File: src/rtl/inst_fetch.sv
// rtl/inst_fetch.sv - 6502 instruction fetch unit: reset vector load, opcode/operand fetch, decoder handshake
module inst_fetch #(
  parameter logic [15:0] RESET_VEC = 16'hFFFC
) (
  input  logic        clk,
  input  logic        rst_n,
  output logic        mem_rd,
  output logic [15:0] mem_addr,
  input  logic [7:0]  mem_rdata,
  input  logic        mem_ready,
  output logic        inst_valid,
  input  logic        inst_ready,
  output logic [7:0]  inst_opcode,
  output logic [7:0]  inst_op1,
  output logic [7:0]  inst_op2,
  output logic [1:0]  inst_len,
  output logic [15:0] inst_pc,
  input  logic        pc_load,
  input  logic [15:0] pc_load_addr
);

  typedef enum logic [2:0] {VEC_LO, VEC_HI, OPC, OP1, OP2, HOLD} state_t;

  state_t      state_q, state_d;
  logic [15:0] pc_q, pc_d;
  logic        inst_valid_q, inst_valid_d;
  logic [7:0]  inst_opcode_q, inst_opcode_d;
  logic [7:0]  inst_op1_q, inst_op1_d;
  logic [7:0]  inst_op2_q, inst_op2_d;
  logic [1:0]  inst_len_q, inst_len_d;
  logic [15:0] inst_pc_q, inst_pc_d;
  logic        mem_fire;
  logic [1:0]  new_len;

  // Instruction length from the 6502 opcode grid: cc = op[1:0], bbb = op[4:2].
  function automatic logic [1:0] calc_len(input logic [7:0] op);
    logic [1:0] cc;
    logic [2:0] bbb;
    logic [1:0] len;
    cc  = op[1:0];
    bbb = op[4:2];
    len = 2'd1;
    if (cc == 2'b01) begin
      if (bbb == 3'b011 || bbb == 3'b110 || bbb == 3'b111) len = 2'd3;
      else len = 2'd2;
    end else if (cc != 2'b11) begin
      case (bbb)
        3'b000: begin
          if (op == 8'h20) len = 2'd3;
          else if (op[7]) len = 2'd2;
          else len = 2'd1;
        end
        3'b001, 3'b101: len = 2'd2;
        3'b011, 3'b111: len = 2'd3;
        3'b100: len = (cc == 2'b00) ? 2'd2 : 2'd1;
        default: len = 2'd1;
      endcase
    end
    return len;
  endfunction

  // Read request comes from registered state only; rst_n gating keeps it low during reset.
  assign mem_rd   = rst_n && (state_q != HOLD);
  assign mem_addr = (state_q == VEC_LO) ? RESET_VEC :
                    (state_q == VEC_HI) ? RESET_VEC + 16'd1 : pc_q;
  assign mem_fire = mem_rd && mem_ready;
  assign new_len  = calc_len(mem_rdata);

  always_comb begin
    state_d       = state_q;
    pc_d          = pc_q;
    inst_valid_d  = inst_valid_q;
    inst_opcode_d = inst_opcode_q;
    inst_op1_d    = inst_op1_q;
    inst_op2_d    = inst_op2_q;
    inst_len_d    = inst_len_q;
    inst_pc_d     = inst_pc_q;
    case (state_q)
      VEC_LO: if (mem_fire) begin
        pc_d[7:0] = mem_rdata;
        state_d   = VEC_HI;
      end
      VEC_HI: if (mem_fire) begin
        pc_d[15:8] = mem_rdata;
        state_d    = OPC;
      end
      OPC: if (mem_fire) begin
        inst_opcode_d = mem_rdata;
        inst_pc_d     = pc_q;
        pc_d          = pc_q + 16'd1;
        inst_op1_d    = 8'h00;
        inst_op2_d    = 8'h00;
        inst_len_d    = new_len;
        if (new_len == 2'd1) begin
          state_d      = HOLD;
          inst_valid_d = 1'b1;
        end else begin
          state_d = OP1;
        end
      end
      OP1: if (mem_fire) begin
        inst_op1_d = mem_rdata;
        pc_d       = pc_q + 16'd1;
        if (inst_len_q == 2'd2) begin
          state_d      = HOLD;
          inst_valid_d = 1'b1;
        end else begin
          state_d = OP2;
        end
      end
      OP2: if (mem_fire) begin
        inst_op2_d   = mem_rdata;
        pc_d         = pc_q + 16'd1;
        state_d      = HOLD;
        inst_valid_d = 1'b1;
      end
      HOLD: if (inst_ready) begin
        inst_valid_d = 1'b0;
        state_d      = OPC;
      end
      default: state_d = VEC_LO;
    endcase
    // A redirect overrides any read completing on the same edge; the vector load cannot be redirected.
    if (pc_load && state_q != VEC_LO && state_q != VEC_HI) begin
      pc_d          = pc_load_addr;
      state_d       = OPC;
      inst_valid_d  = 1'b0;
      inst_opcode_d = (state_q == OPC) ? inst_opcode_q : inst_opcode_d;
      inst_op1_d    = (state_q == OP1) ? inst_op1_q : inst_op1_d;
      inst_op2_d    = (state_q == OP2) ? inst_op2_q : inst_op2_d;
      inst_len_d    = (state_q == OPC) ? inst_len_q : inst_len_d;
      inst_pc_d     = (state_q == OPC) ? inst_pc_q : inst_pc_d;
    end
  end

  always_ff @(posedge clk or negedge rst_n) begin
    if (!rst_n) begin
      state_q       <= VEC_LO;
      pc_q          <= 16'h0000;
      inst_valid_q  <= 1'b0;
      inst_opcode_q <= 8'h00;
      inst_op1_q    <= 8'h00;
      inst_op2_q    <= 8'h00;
      inst_len_q    <= 2'd1;
      inst_pc_q     <= 16'h0000;
    end else begin
      state_q       <= state_d;
      pc_q          <= pc_d;
      inst_valid_q  <= inst_valid_d;
      inst_opcode_q <= inst_opcode_d;
      inst_op1_q    <= inst_op1_d;
      inst_op2_q    <= inst_op2_d;
      inst_len_q    <= inst_len_d;
      inst_pc_q     <= inst_pc_d;
    end
  end

  assign inst_valid  = inst_valid_q;
  assign inst_opcode = inst_opcode_q;
  assign inst_op1    = inst_op1_q;
  assign inst_op2    = inst_op2_q;
  assign inst_len    = inst_len_q;
  assign inst_pc     = inst_pc_q;

endmodule
File: config.mk
export PLATFORM = sky130hd
export DESIGN_NAME = inst_fetch
export DESIGN_NICKNAME = d
export VERILOG_FILES = /design/src/rtl/inst_fetch.sv
export SDC_FILE = /design/constraint.sdc
export NUM_CORES = 1
export LEC_CHECK = 0
export ABC_AREA = 1
export CORE_MARGIN = 4
export CORE_UTILIZATION = 39
export CTS_BUF_LIST = sky130_fd_sc_hd__clkbuf_16
export CTS_CLUSTER_DIAMETER = 150
export DETAILED_ROUTE_END_ITERATION = 7
export PLACE_DENSITY = 0.74
export SETUP_SLACK_MARGIN = 0.5
export SLEW_MARGIN = 20
export SYNTH_ARGS = -nofsm -noshare
export SYNTH_HDL_FRONTEND = slang
export SYNTH_SLANG_ARGS = --single-unit
File: constraint.sdc
create_clock -name clk -period 3.3 [get_ports clk]
set_input_delay 0.66 -clock clk [delete_from_list [all_inputs] [get_ports clk]]
set_output_delay 0.66 -clock clk [all_outputs]
set_load 0.05 [all_outputs]
# Word-level counts from Yosys, hierarchy flattened
# Index checks and enable logic that the tools add are counted.
# word_totals
in_bits,29
regBits,62
output_inout_bits,60
# op_classes
n_reduce_logical,20
eq_ne,30
muxes,54
add_sub_neg,1
# ops
cell,n
$mux W16,8
$mux W8,13
$pmux W8 S2,4
$mux W3,8
$ne A3 B3 Y1 const B,7
$eq A3 B3 Y1 const B,6
$mux W2,9
$pmux W3 S6,1
$add A16 B1 Y16 const B,1
$eq A3 B2 Y1 const B,3
$mux W1,9
$reduce_bool A3 Y1,3
$eq A8 B6 Y1 const B,1
$ne A2 B2 Y1 const B,4
$pmux W2 S4,1
$reduce_and A7 Y1,1
$eq A3 B1 Y1 const B,2
$logic_not A3 Y1,2
$ne A3 B1 Y1 const B,2
$ne A3 B2 Y1 const B,2
$reduce_and A3 Y1,2
$reduce_and A6 Y1,1
$reduce_bool A5 Y1,1
$eq A2 B1 Y1 const B,2
other kinds (7),12

# Depth between registers and ports, before layout
# logic_depth
depth_word,10
depth_mapped,13

# Worst setup path before layout
# No wires, ideal clock.
# synth_timing
kind,register to output
start,reg state_q[2]
end,out mem_addr[0]
path_buffers,0
path_stages_with_launch,5
arrival_ns,1.740
path_slack_ns,0.900
path_cell_list,dfrtp_1 inv_2 nand2_2 inv_1 o21ai_0
# synth_between
elab_chain_len,3
elab_cells_between_ends,4
cone_classes,eq/ne: 1; mux: 2; reduce/logical: 1
# synth_rtl
item,line_no,text
"start, declared",24,"state_t state_q, state_d;"
"start signal, assigned",147,state_q <= state_d;
$eq A3 B1 Y1,65,(state_q == VEC_HI) ? RESET_VEC + 16'd1 : pc_q;
$mux W16,65,
$mux W16 (*),64,assign mem_addr = (state_q == VEC_LO) ? RESET_VEC :
"end, declared",8,"output logic [15:0] mem_addr,"
# Mark *: on every way between the ends. The rest lies on a longest branch, timed or not.

# Worst setup path after layout
# layout_timing
start,reg state_q[2]
end,out mem_addr[15]
# Same word-level chain as after synthesis.

==> results by group <==
Global route
  – Vias in the first global route: 3160
  – First-pass GRT wire length: 15700 µm
  – GR Overflow Total: 0
  – Total GRT Usage: 0.195
  – Initial antenna violation count: 0
  – Largest net degree at the start of global routing: 63

Setup path
  – Arrival time at the worst endpoint: 2.06 ns
  – Critical path class: flip-flop to primary output
  – Crit-path max FO: 17
  – Crit path cell chain: inv_2 -> nand2_2 -> nand2_1 -> clkdlybuf4s50_1
  – WP buf/inv: 2
  – Critical Path RT: 2.64 ns
  – Crit end category: primary output
  – Critical Path Max Stage Delay: 0.81 ns
  – Reg2Reg Setup Slack: 1.02 ns
  – CP max-delay cell: clkdlybuf4s50_1
  – Top delay family on crit path: buffers and inverters
  – Startpoint Class: flip-flop

Synthesis
  – Synth cell types: 28
  – FFs w/ async S/R, synth: 1.00
  – Most instantiated cells after synthesis: 140 x nand2_1, 63 x inv_1, 61 x dfrtp_1
  – Top cells by area, synth: dfrtp_1 45%, nand2_1 16%, inv_1 7.0%
  – Mapped cell area: 3370 µm²
  – Warnings from Yosys: 0
  – Syn_nets: 493
  – Syn Inst Count: 463
  – Post-synth top area share: 0.453
  – Sequential share of the synthesized area: 0.461
  – Synth Flop Type: dfrtp_1
  – Most numerous cell in the Yosys netlist: nand2_1
  – EDFF count, synth: 0
  – Post-synthesis area per instance: 7.28 µm²
  – Yosys reg bits: 62
  – Leading area contributor after synthesis: dfrtp_1

Timing
  – Achievable frequency: 0.368 GHz
  – Rel. slew slack: 0.413
  – Fin Setup TNS: 0 ns
  – Setup violators final: 0
  – Final hold vios: 0
  – Final worst-path setup slack: 0.581 ns
  – Slew Limit Fails: 0
  – Min Tclk post-route: 2.72 ns
  – Final worst-path cycle share: 0.824
  – Worst hold slack: 0.473 ns
  – RSZ-0062 raised after global routing: no
  – Worst slew pin tran: 0.880 ns
  – Clock skew: 0.00492 ns

Place
  – HPWL after detailed placement: 7300 µm
  – Area after DPL: 4310 µm²
  – DP Cell Count: 643
  – RePlAce Congestion: 0.915
  – DP Worst Slack: 0.657 ns
  – PortBufs: 88

Clock network
  – CTS tree: built
  – Hold-fix buffers, CTS: 0
  – Postcts setup bufs: 0
  – Worst skew pair latency: 0.33 ns
  – Number of CTS-inserted buffers: 9
  – CTS Root Cell: clkbuf_16
  – CTS Buffer Depth: 2
  – H-tree Lvls: 3
  – Sinks on Clock Net: 62
  – Clk slew on worst S/H paths: 0.06 ns

Finish
  – Cell area after layout: 4630 µm²
  – Fin util: 0.558
  – Ant. Diodes: 0
  – Reg area: 1550 µm²
  – Area added between synthesis and finish: 37.4%
  – Area of the multi-input gates: 1480 µm²
  – Final Non-Filler Cells: 659
  – Layout cell share with drive strength beyond 1: 0.0686
  – # nets final: 579
  – # fillers: 796

Power and ir drop
  – Internal Power: 2.68 mW
  – Sw frac: 0.523
  – Total power draw: 5.62 mW
  – Comb pwr share: 0.590
  – Clock power share: 0.164
  – Power Density: 1210 nW/µm²
  – Leak pwr: 2.29 nW
  – Sequential power share: 0.247
  – VDD IR max: 0.000489 V
  – P_sw: 2.94 mW

Flow run
  – Max Cap Viol: 0

Detailed routing
  – Average routed wire per standard cell: 15.0 µm
  – Vias per Instance: 5.11
  – TritonRoute pass-1 iters: 5
  – Remaining DRCs: 0
  – Via count: 3366
  – Routed Wire Length: 9900 µm
  – DRT iter0 DRCs: 252
  – ANT nets after route: 0

Floorplan
  – # rows: 33
  – Die Y: 101 µm
  – Die span in x: 101 µm
  – Core Region: 8300 µm²
  – I/O pins: 89
  – DIE AREA: 10200 µm²
  – Starting Density: 0.406

Status
  – Outcome: finished, final reports clean

Min path
  – Worst Hold Class: flip-flop to flip-flop
==> what timing repair did <==
| action | 4_1_cts | 5_1_grt |
|---|---|---|
| hold endpoints to repair | 0 | 0 |
| setup endpoints to repair | 2 | 13 |
| resized for setup | 2 | 13 |
==> cell usage in the layout, fill, tap and decap left out, types with 2 or more instances in the layout <==
| cell | instances |
|---|---|
| nand2_1 | 140 |
| clkdlybuf4s50_1 | 71 |
| inv_1 | 64 |
| dfrtp_1 | 61 |
| nor2_1 | 38 |
| o21ai_1 | 36 |
| nand3_1 | 28 |
| o22ai_1 | 18 |
| o21ai_0 | 17 |
| dlymetal6s2s_1 | 13 |
| a21oi_1 | 9 |
| clkbuf_16 | 9 |
| nand2_2 | 7 |
| inv_2 | 5 |
| nand4_1 | 5 |
| nor3_1 | 5 |
| o211ai_1 | 3 |
| nand3_2 | 2 |
| clkinv_1 | 2 |
| a211oi_4 | 2 |
| or2_2 | 2 |
| clkinvlp_4 | 2 |
| dlygate4sd2_1 | 2 |
| buf_4 | 2 |
==> power by group through the flow <==
stage	registers (mW)	logic [mW]	clock network, mW
after floorplan	2.09	1.57	0
after global placement	1.38	3.29	0
after detailed placement	1.39	3.33	0
after CTS	1.38	3.33	0.930
after global routing	1.43	3.56	0.959
final	1.39	3.31	0.919
==> path summary, 6_finish.rpt <==
path                             endpoint       start  depth (start not counted)
max                          mem_addr[15]  state_q[2]                          4
max reg2reg                inst_opcode[0]  state_q[0]                          5
min reg2reg                    inst_valid  inst_valid                          2
max in group asynchronous         pc_q[4]       rst_n                          2
min in group asynchronous      inst_valid       rst_n                          2
min                            inst_valid  inst_valid                          2
==> kinds of logic (layout without fill, tap and decap cells) <==
group / Yosys count / count (layout) / synth area share
compound gates: 87 / 87 / 0.148
fa+ha+maj: 1 / 1 / 0.00371
buf+inv: 83 / 174 / 0.100
flops: 62 / 62 / 0.461
simple gates: 230 / 230 / 0.287
==> final cells by class <==
class                           count  share of cell area
Clock buffer                        9              0.0486
Clock inverter                      7              0.0143
Inverter                           69              0.0559
Multi-Input combinational cell    318               0.321
Sequential cell                    62               0.335
Tap cell                          105              0.0284
Timing Repair Buffer               89               0.197
==> layer usage <==
layer / GRT usage / wire [µm] / up-vias
met2: 0.315 / 4690 / 100
met4: 0.0654 / 199 / 0
met5: 0 / 0 / -
li1: - / - / 1661
met3: 0.0235 / 535 / 16
met1: 0.273 / 4480 / 1589
==> flip-flops by register name, summed over array words and instances (netlist names) <==
name         count
inst_pc         16
pc_q            16
inst_op1         8
inst_op2         8
inst_opcode      8
state_q          3
inst_len         2
inst_valid       1
==> tightest hold or removal path, delay by kind of cell, from the launching register on <==
kind          cells  cell delay [ns]
simple gates      2             0.10
flops             1             0.34
Note: power is estimated with default switching activity, not from simulation.
